`src/rtl/alarm_sequencer_if.sv`:
```
// Signal bundle between the alarm sequencer and its surroundings: time and
// alarm settings, button pulses and the 1 Hz tick in; ring/snooze indications out.
interface alarm_sequencer_if;
    logic       tick_1hz;
    logic [4:0] cur_hour;
    logic [5:0] cur_min;
    logic [4:0] alarm_hour;
    logic [5:0] alarm_min;
    logic       alarm_armed;
    logic       clock_mode;
    logic       btn_stop;
    logic       btn_snooze;
    logic       ringing;
    logic       snoozing;
    logic       buzzer;
    logic       alarm_led;
    logic [8:0] snooze_left;
    logic [2:0] snoozes_used;

    modport slave (
        input  tick_1hz, cur_hour, cur_min, alarm_hour, alarm_min,
        input  alarm_armed, clock_mode, btn_stop, btn_snooze,
        output ringing, snoozing, buzzer, alarm_led, snooze_left, snoozes_used
    );

    modport master (
        output tick_1hz, cur_hour, cur_min, alarm_hour, alarm_min,
        output alarm_armed, clock_mode, btn_stop, btn_snooze,
        input  ringing, snoozing, buzzer, alarm_led, snooze_left, snoozes_used
    );
endinterface

```
`src/rtl/alarm_sequencer.sv`:
```
// Alarm sequencer: triggers on the rising edge of a time/alarm match, then
// rings, snoozes and times out under button and 1 Hz tick control.
module alarm_sequencer #(
    parameter int RING_TIMEOUT_S = 60,
    parameter int SNOOZE_S       = 300,
    parameter int MAX_SNOOZES    = 3
) (
    input  logic             clk,
    input  logic             rst,
    alarm_sequencer_if.slave bus
);
    typedef enum logic [1:0] {IDLE, RING, SNOOZE} state_t;

    localparam logic [7:0] RING_LAST   = 8'(RING_TIMEOUT_S - 1);
    localparam logic [8:0] SNOOZE_LOAD = 9'(SNOOZE_S);
    localparam logic [2:0] SNOOZE_MAX  = 3'(MAX_SNOOZES);

    state_t     state, state_nx;
    logic [7:0] ring_cnt, ring_cnt_nx;
    logic       blink, blink_nx;
    logic [8:0] snooze_left_nx;
    logic [2:0] snoozes_used_nx;
    logic       match, match_d, match_rise;
    logic       stop_req;

    assign match      = (bus.cur_hour == bus.alarm_hour) && (bus.cur_min == bus.alarm_min);
    assign match_rise = match & ~match_d;
    assign stop_req   = ~bus.alarm_armed | bus.btn_stop;

    // NOTE: every variable gets its hold value first, so no path through the
    // case below can leave one unassigned and infer a latch.
    always_comb begin
        state_nx        = state;
        ring_cnt_nx     = ring_cnt;
        blink_nx        = blink;
        snooze_left_nx  = bus.snooze_left;
        snoozes_used_nx = bus.snoozes_used;

        case (state)
            IDLE: begin
                if (match_rise && bus.alarm_armed && bus.clock_mode) begin
                    state_nx        = RING;
                    ring_cnt_nx     = 8'd0;
                    blink_nx        = 1'b1;
                    snoozes_used_nx = 3'd0;
                end
            end
            RING: begin
                if (stop_req) begin
                    state_nx       = IDLE;
                    ring_cnt_nx    = 8'd0;
                    blink_nx       = 1'b0;
                    snooze_left_nx = 9'd0;
                end else if (bus.btn_snooze) begin
                    // An exhausted snooze press still swallows a coincident tick.
                    if (bus.snoozes_used < SNOOZE_MAX) begin
                        state_nx        = SNOOZE;
                        snooze_left_nx  = SNOOZE_LOAD;
                        snoozes_used_nx = bus.snoozes_used + 3'd1;
                    end
                end else if (bus.tick_1hz) begin
                    if (ring_cnt == RING_LAST) begin
                        state_nx       = IDLE;
                        ring_cnt_nx    = 8'd0;
                        blink_nx       = 1'b0;
                        snooze_left_nx = 9'd0;
                    end else begin
                        ring_cnt_nx = ring_cnt + 8'd1;
                        blink_nx    = ~blink;
                    end
                end
            end
            SNOOZE: begin
                if (stop_req) begin
                    state_nx       = IDLE;
                    ring_cnt_nx    = 8'd0;
                    blink_nx       = 1'b0;
                    snooze_left_nx = 9'd0;
                end else if (bus.tick_1hz) begin
                    if (bus.snooze_left == 9'd1) begin
                        state_nx       = RING;
                        ring_cnt_nx    = 8'd0;
                        blink_nx       = 1'b1;
                        snooze_left_nx = 9'd0;
                    end else begin
                        snooze_left_nx = bus.snooze_left - 9'd1;
                    end
                end
            end
            default: begin
                state_nx       = IDLE;
                ring_cnt_nx    = 8'd0;
                blink_nx       = 1'b0;
                snooze_left_nx = 9'd0;
            end
        endcase
    end

    // match_d resets high so a match already present at reset release is not an edge.
    // NOTE: sequential state uses non-blocking assignments so all registers
    // sample the same pre-edge values regardless of statement order.
    always_ff @(posedge clk or negedge rst) begin
        if (!rst) begin
            state            <= IDLE;
            ring_cnt         <= 8'd0;
            blink            <= 1'b0;
            match_d          <= 1'b1;
            bus.snooze_left  <= 9'd0;
            bus.snoozes_used <= 3'd0;
            bus.ringing      <= 1'b0;
            bus.snoozing     <= 1'b0;
            bus.buzzer       <= 1'b0;
            bus.alarm_led    <= 1'b0;
        end else begin
            state            <= state_nx;
            ring_cnt         <= ring_cnt_nx;
            blink            <= blink_nx;
            match_d          <= match;
            bus.snooze_left  <= snooze_left_nx;
            bus.snoozes_used <= snoozes_used_nx;
            bus.ringing      <= (state_nx == RING);
            bus.snoozing     <= (state_nx == SNOOZE);
            bus.buzzer       <= (state_nx == RING) & blink_nx;
            bus.alarm_led    <= (state_nx == RING) ? blink_nx : (state_nx == SNOOZE);
        end
    end
endmodule

```
`src/flat_wrapper.sv`:
```
// flat-port wrapper written by rule: the top's interface ports become plain ports
module alarm_sequencer_flat 
#(
    parameter int RING_TIMEOUT_S = 60,
    parameter int SNOOZE_S       = 300,
    parameter int MAX_SNOOZES    = 3
)
  (clk, rst, bus_tick_1hz, bus_cur_hour, bus_cur_min, bus_alarm_hour, bus_alarm_min, bus_alarm_armed, bus_clock_mode, bus_btn_stop, bus_btn_snooze, bus_ringing, bus_snoozing, bus_buzzer, bus_alarm_led, bus_snooze_left, bus_snoozes_used);
  alarm_sequencer_if bus_i ();
  input  logic clk;
  input  logic rst;
  input wire logic [$bits(bus_i.tick_1hz)-1:0] bus_tick_1hz;
  input wire logic [$bits(bus_i.cur_hour)-1:0] bus_cur_hour;
  input wire logic [$bits(bus_i.cur_min)-1:0] bus_cur_min;
  input wire logic [$bits(bus_i.alarm_hour)-1:0] bus_alarm_hour;
  input wire logic [$bits(bus_i.alarm_min)-1:0] bus_alarm_min;
  input wire logic [$bits(bus_i.alarm_armed)-1:0] bus_alarm_armed;
  input wire logic [$bits(bus_i.clock_mode)-1:0] bus_clock_mode;
  input wire logic [$bits(bus_i.btn_stop)-1:0] bus_btn_stop;
  input wire logic [$bits(bus_i.btn_snooze)-1:0] bus_btn_snooze;
  output wire logic [$bits(bus_i.ringing)-1:0] bus_ringing;
  output wire logic [$bits(bus_i.snoozing)-1:0] bus_snoozing;
  output wire logic [$bits(bus_i.buzzer)-1:0] bus_buzzer;
  output wire logic [$bits(bus_i.alarm_led)-1:0] bus_alarm_led;
  output wire logic [$bits(bus_i.snooze_left)-1:0] bus_snooze_left;
  output wire logic [$bits(bus_i.snoozes_used)-1:0] bus_snoozes_used;
  assign bus_i.tick_1hz = bus_tick_1hz;
  assign bus_i.cur_hour = bus_cur_hour;
  assign bus_i.cur_min = bus_cur_min;
  assign bus_i.alarm_hour = bus_alarm_hour;
  assign bus_i.alarm_min = bus_alarm_min;
  assign bus_i.alarm_armed = bus_alarm_armed;
  assign bus_i.clock_mode = bus_clock_mode;
  assign bus_i.btn_stop = bus_btn_stop;
  assign bus_i.btn_snooze = bus_btn_snooze;
  assign bus_ringing = bus_i.ringing;
  assign bus_snoozing = bus_i.snoozing;
  assign bus_buzzer = bus_i.buzzer;
  assign bus_alarm_led = bus_i.alarm_led;
  assign bus_snooze_left = bus_i.snooze_left;
  assign bus_snoozes_used = bus_i.snoozes_used;
  alarm_sequencer #(.RING_TIMEOUT_S(RING_TIMEOUT_S), .SNOOZE_S(SNOOZE_S), .MAX_SNOOZES(MAX_SNOOZES)) u_core (.clk(clk), .rst(rst), .bus(bus_i));
endmodule
```
`config.mk`:
```
export PLATFORM = sky130hd
export DESIGN_NAME = alarm_sequencer_flat
export DESIGN_NICKNAME = d
export VERILOG_FILES = /design/src/rtl/alarm_sequencer_if.sv /design/src/rtl/alarm_sequencer.sv /design/src/flat_wrapper.sv
export SDC_FILE = /design/constraint.sdc
export NUM_CORES = 1
export LEC_CHECK = 0
export BUFFER_PORTS_ARGS = -buffer_cell sky130_fd_sc_hd__buf_2
export CORE_MARGIN = 1.5
export CORE_UTILIZATION = 41
export CTS_CLUSTER_SIZE = 40
export DETAILED_ROUTE_END_ITERATION = 10
export GPL_TIMING_DRIVEN = 0
export PLACE_DENSITY_LB_ADDON = 0.1
export SYNTH_ARGS = -nofsm -noshare
export SYNTH_HDL_FRONTEND = slang
export SYNTH_SLANG_ARGS = --single-unit
```
`constraint.sdc`:
```
create_clock -name clk -period 3.5 [get_ports clk]
set_input_delay 0.35 -clock clk [delete_from_list [all_inputs] [get_ports clk]]
set_output_delay 0.35 -clock clk [all_outputs]
set_load 0.02 [all_outputs]
```
==> results.md <==
| Item | This run | Unit |
|:---|:---|:---|
| Fin Setup TNS | 0 | ns |
| Routed length per instance | 13.3 | um |
| Period utilization | 0.640 | - |
| Number of port buffers | 44 | - |
| Cells along the critical path | inv_1, ha_1, nand3b_1, a21oi_1, a21oi_1, o21ai_1, clkbuf_1, o21ai_0, o21ai_0 | - |
| Overall power after layout | 689 | uW |
| Fmax | 0.446 | GHz |
| Setup repair after global routing missed its margin | false | - |
| Die X | 69.3 | um |
| Kind of end point of the critical path | flop | - |
| Die area | 4810 | um^2 |
| Ports | 45 | - |
| Clock buffer count from CTS | 3 | - |
| Run status | complete, no violations | - |
| Async set or reset register ratio after synthesis | 1.00 | - |
| Overall fraction of global-route tracks in use | 0.174 | - |
| Fin nets | 282 | - |
| Number of sinks driven by the clock tree | 28 | - |
| Worst slack after detailed placement | 1.30 | ns |
| Post-CTS resize count | 0 | - |
| Slowest cell on the critical path | sky130_fd_sc_hd__dfrtp_1 | - |
| Class of the most critical hold timing path | in -> async | - |
| Share of post-route cells with drive strength above 1 | 0.266 | - |
| Clock tree from TritonCTS | done | - |
| Drc violations | 0 | - |
| Yosys warnings | 0 | - |
| Most instantiated flip-flop cell in the synthesis netlist | sky130_fd_sc_hd__dfrtp_1 | - |
| Slew at the pin closest to its max-slew limit | 0.620 | ns |
| Area of the core | 4120 | um^2 |
| Clk pin slew, worst setup/hold paths | 0.10 | ns |
| GPL Wtd Cong | 0.853 | - |
| Post-Route WL | 3.90 | mm |
| Largest area contributor in the synthesized netlist | sky130_fd_sc_hd__dfrtp_1 | - |
| Synthesis-stage register bit count | 28 | - |
| Final setup vio count | 0 | - |
| Clock Tree Buf Depth | 2 | - |
| Headroom to the max-slew limit | 0.587 | - |
| Leakage power figure | 0.00107 | uW |
| Final min period | 2.24 | ns |
| Power density relative to cell area | 319 | nW/um^2 |
| Crit-path leading delay family | compound AO/OA/AOI/OAI gates | - |
| Final hold violation count | 0 | - |
| Number of cells on the worst reg-to-reg path | 9 | - |
| Cell chosen for the clock root | sky130_fd_sc_hd__clkbuf_8 | - |
| Required time of the critical path | 3.70 | ns |
| Per-cell via count in the routed design | 5.37 | - |
| Peak per-stage delay on the critical path | 0.43 | ns |
| CP Buf/Inv Count | 2 | - |
| Post-CTS Hold Fix Bufs | 0 | - |
| Syn Inst Count | 196 | - |
| Post-Route Skew | 0.00638 | ns |
| Ant. Diodes | 0 | - |
| Detailed Route Iter0 Violations | 151 | - |
| Antenna violations before repair | 0 | - |
| Startpoint type of the worst setup path | flop | - |
| Max-cap violations | 0 | - |
| Pin count of the biggest net entering global routing | 29 | - |
| Synth top area cells | sky130_fd_sc_hd__dfrtp_1, sky130_fd_sc_hd__o21ai_0, sky130_fd_sc_hd__ha_1, sky130_fd_sc_hd__xor2_1, sky130_fd_sc_hd__a21oi_1 | - |
| Type of the worst setup path | reg -> reg | - |
| Initial core utilization | 0.438 | - |
| Cell with the most instances after synthesis | sky130_fd_sc_hd__dfrtp_1 | - |
| Final-layout fill cell count | 397 | - |
| Largest fanout on the critical path | 10 | - |
| Yosys cell types | 49 | - |
| Worst-case setup margin in the final layout | 1.26 | ns |
| FP Rows | 23 | - |
| Count of antenna-violating nets left after detailed routing | 0 | - |
| Post-detail-place hpwl | 2.97 | mm |
| Vias after detailed routing | 1578 | - |
| Commonest cells in the netlist | sky130_fd_sc_hd__dfrtp_1, sky130_fd_sc_hd__o21ai_0, sky130_fd_sc_hd__a21oi_1 | - |
| VDD IR max | 0.164 | mV |
| Vias in the first global route | 1555 | - |
| Post-Synthesis Mean Instance Area | 9.21 | um^2 |
| Final slew viol count | 0 | - |
| Die outline height | 69.3 | um |
| Total congestion overflow | 0 | - |
| Area growth from synthesis to layout | 19.6 | % |
| Clock network latency to the later pin of the worst-skew pair | 0.28 | ns |
| Number of enable-type register cells in the synthesized netlist | 0 | - |
| Sequential share of the synthesized area | 0.389 | - |
| First-pass GRT wire length | 7.04 | mm |
| Post-synth design cell area | 1800 | um^2 |
| Arrival time of data at the critical path endpoint | 2.44 | ns |
| CP Depth | 9 | - |
| H-tree lvl count | 1 | - |
| Count of buffers added by post-CTS timing repair for setup | 0 | - |
| First-pass iteration count of the detailed router | 4 | - |
| Synthesized net count | 233 | - |
| Post-synth top area share | 0.374 | - |
-- registers in the layout, summed over array words and instances (netlist names) --
| signal | flops |
|---|---|
| u_core.ring_cnt | 8 |
| u_core.bus.snoozes_used | 3 |
| u_core.bus.buzzer | 1 |
| u_core.bus.alarm_led | 1 |
| u_core.bus.ringing | 1 |
| u_core.bus.snoozing | 1 |
| u_core.blink | 1 |
| u_core.state | 2 |
| u_core.bus.snooze_left | 9 |
| u_core.match_d | 1 |
-- layout by cell type, fill, tap and decap left out, types with 5 or more instances in the layout --
master / count
sky130_fd_sc_hd__nor3_1: 8
sky130_fd_sc_hd__dfrtp_1: 27
sky130_fd_sc_hd__nor2_1: 12
sky130_fd_sc_hd__o21ai_0: 25
sky130_fd_sc_hd__and3_1: 5
sky130_fd_sc_hd__nor2b_1: 5
sky130_fd_sc_hd__nand2_1: 11
sky130_fd_sc_hd__buf_2: 45
sky130_fd_sc_hd__ha_1: 8
sky130_fd_sc_hd__xor2_1: 11
sky130_fd_sc_hd__inv_1: 13
sky130_fd_sc_hd__nand2b_1: 6
sky130_fd_sc_hd__a21oi_1: 14
-- cells by family (layout without fill, tap and decap cells) --
family / Yosys count / in the layout / share of synthesized area
AND/OR/NAND/NOR: 69 / 69 / 0.237
AO/OA/AOI/OAI: 64 / 64 / 0.227
flip-flops: 28 / 28 / 0.389
buffers and inverters: 15 / 63 / 0.0319
XOR/XNOR: 11 / 11 / 0.0534
adder cells (fa/ha/maj): 8 / 8 / 0.0555
multiplexers: 1 / 1 / 0.00624
-- cell type report --
type	count	area [um^2]	area share
repair buffers	44	220	0.102
plain buffers	2	8.76	0.00406
multi-input cells	153	1040	0.484
clock buffers	3	41.3	0.0191
inverters	13	48.8	0.0226
flip-flops and latches	28	702	0.325
well taps	50	62.6	0.0290
clock inverters	1	30.0	0.0139
-- layer usage --
metal,track usage,vias to the layer above,wire [um]
met3,0.0276,4,115
met1,0.255,735,2020
li1,-,808,-
met4,0.0436,0,46
met2,0.267,31,1730
met5,0,-,0
-- through the flow --
stage          hold WS [ns]  cells  instance area [um^2]   util
2_1_floorplan        0.0544    196                  1800      -
4_1_cts               0.106    294                  2160  0.524
6_report             0.0708    294                  2160  0.524
3_3_place_gp          0.418    290                  2090  0.507
5_1_grt               0.123    294                  2160  0.524
3_5_place_dp          0.417    290                  2090  0.507
-- worst paths after layout --
kind / from / to / slack [ns]
setup / recovery: u_core.state[1] / u_core.bus.snooze_left[5] / 1.26
hold / removal: rst / u_core.bus.snooze_left[4] / 0.07
setup reg to reg: u_core.state[1] / u_core.bus.snooze_left[5] / 1.26
hold reg to reg: u_core.ring_cnt[7] / u_core.ring_cnt[7] / 0.49
max in group asynchronous: rst / u_core.bus.snoozes_used[1] / 3.02
min in group clk: u_core.ring_cnt[7] / u_core.ring_cnt[7] / 0.49
-- power by group --
group | leakage [uW] | switching (uW) | internal, uW
Combinational | 0.000646 | 54.0 | 38.1
Clock | 0.0000357 | 107 | 153
Sequential | 0.000384 | 4.60 | 332
(Power assumes the default switching activity.)
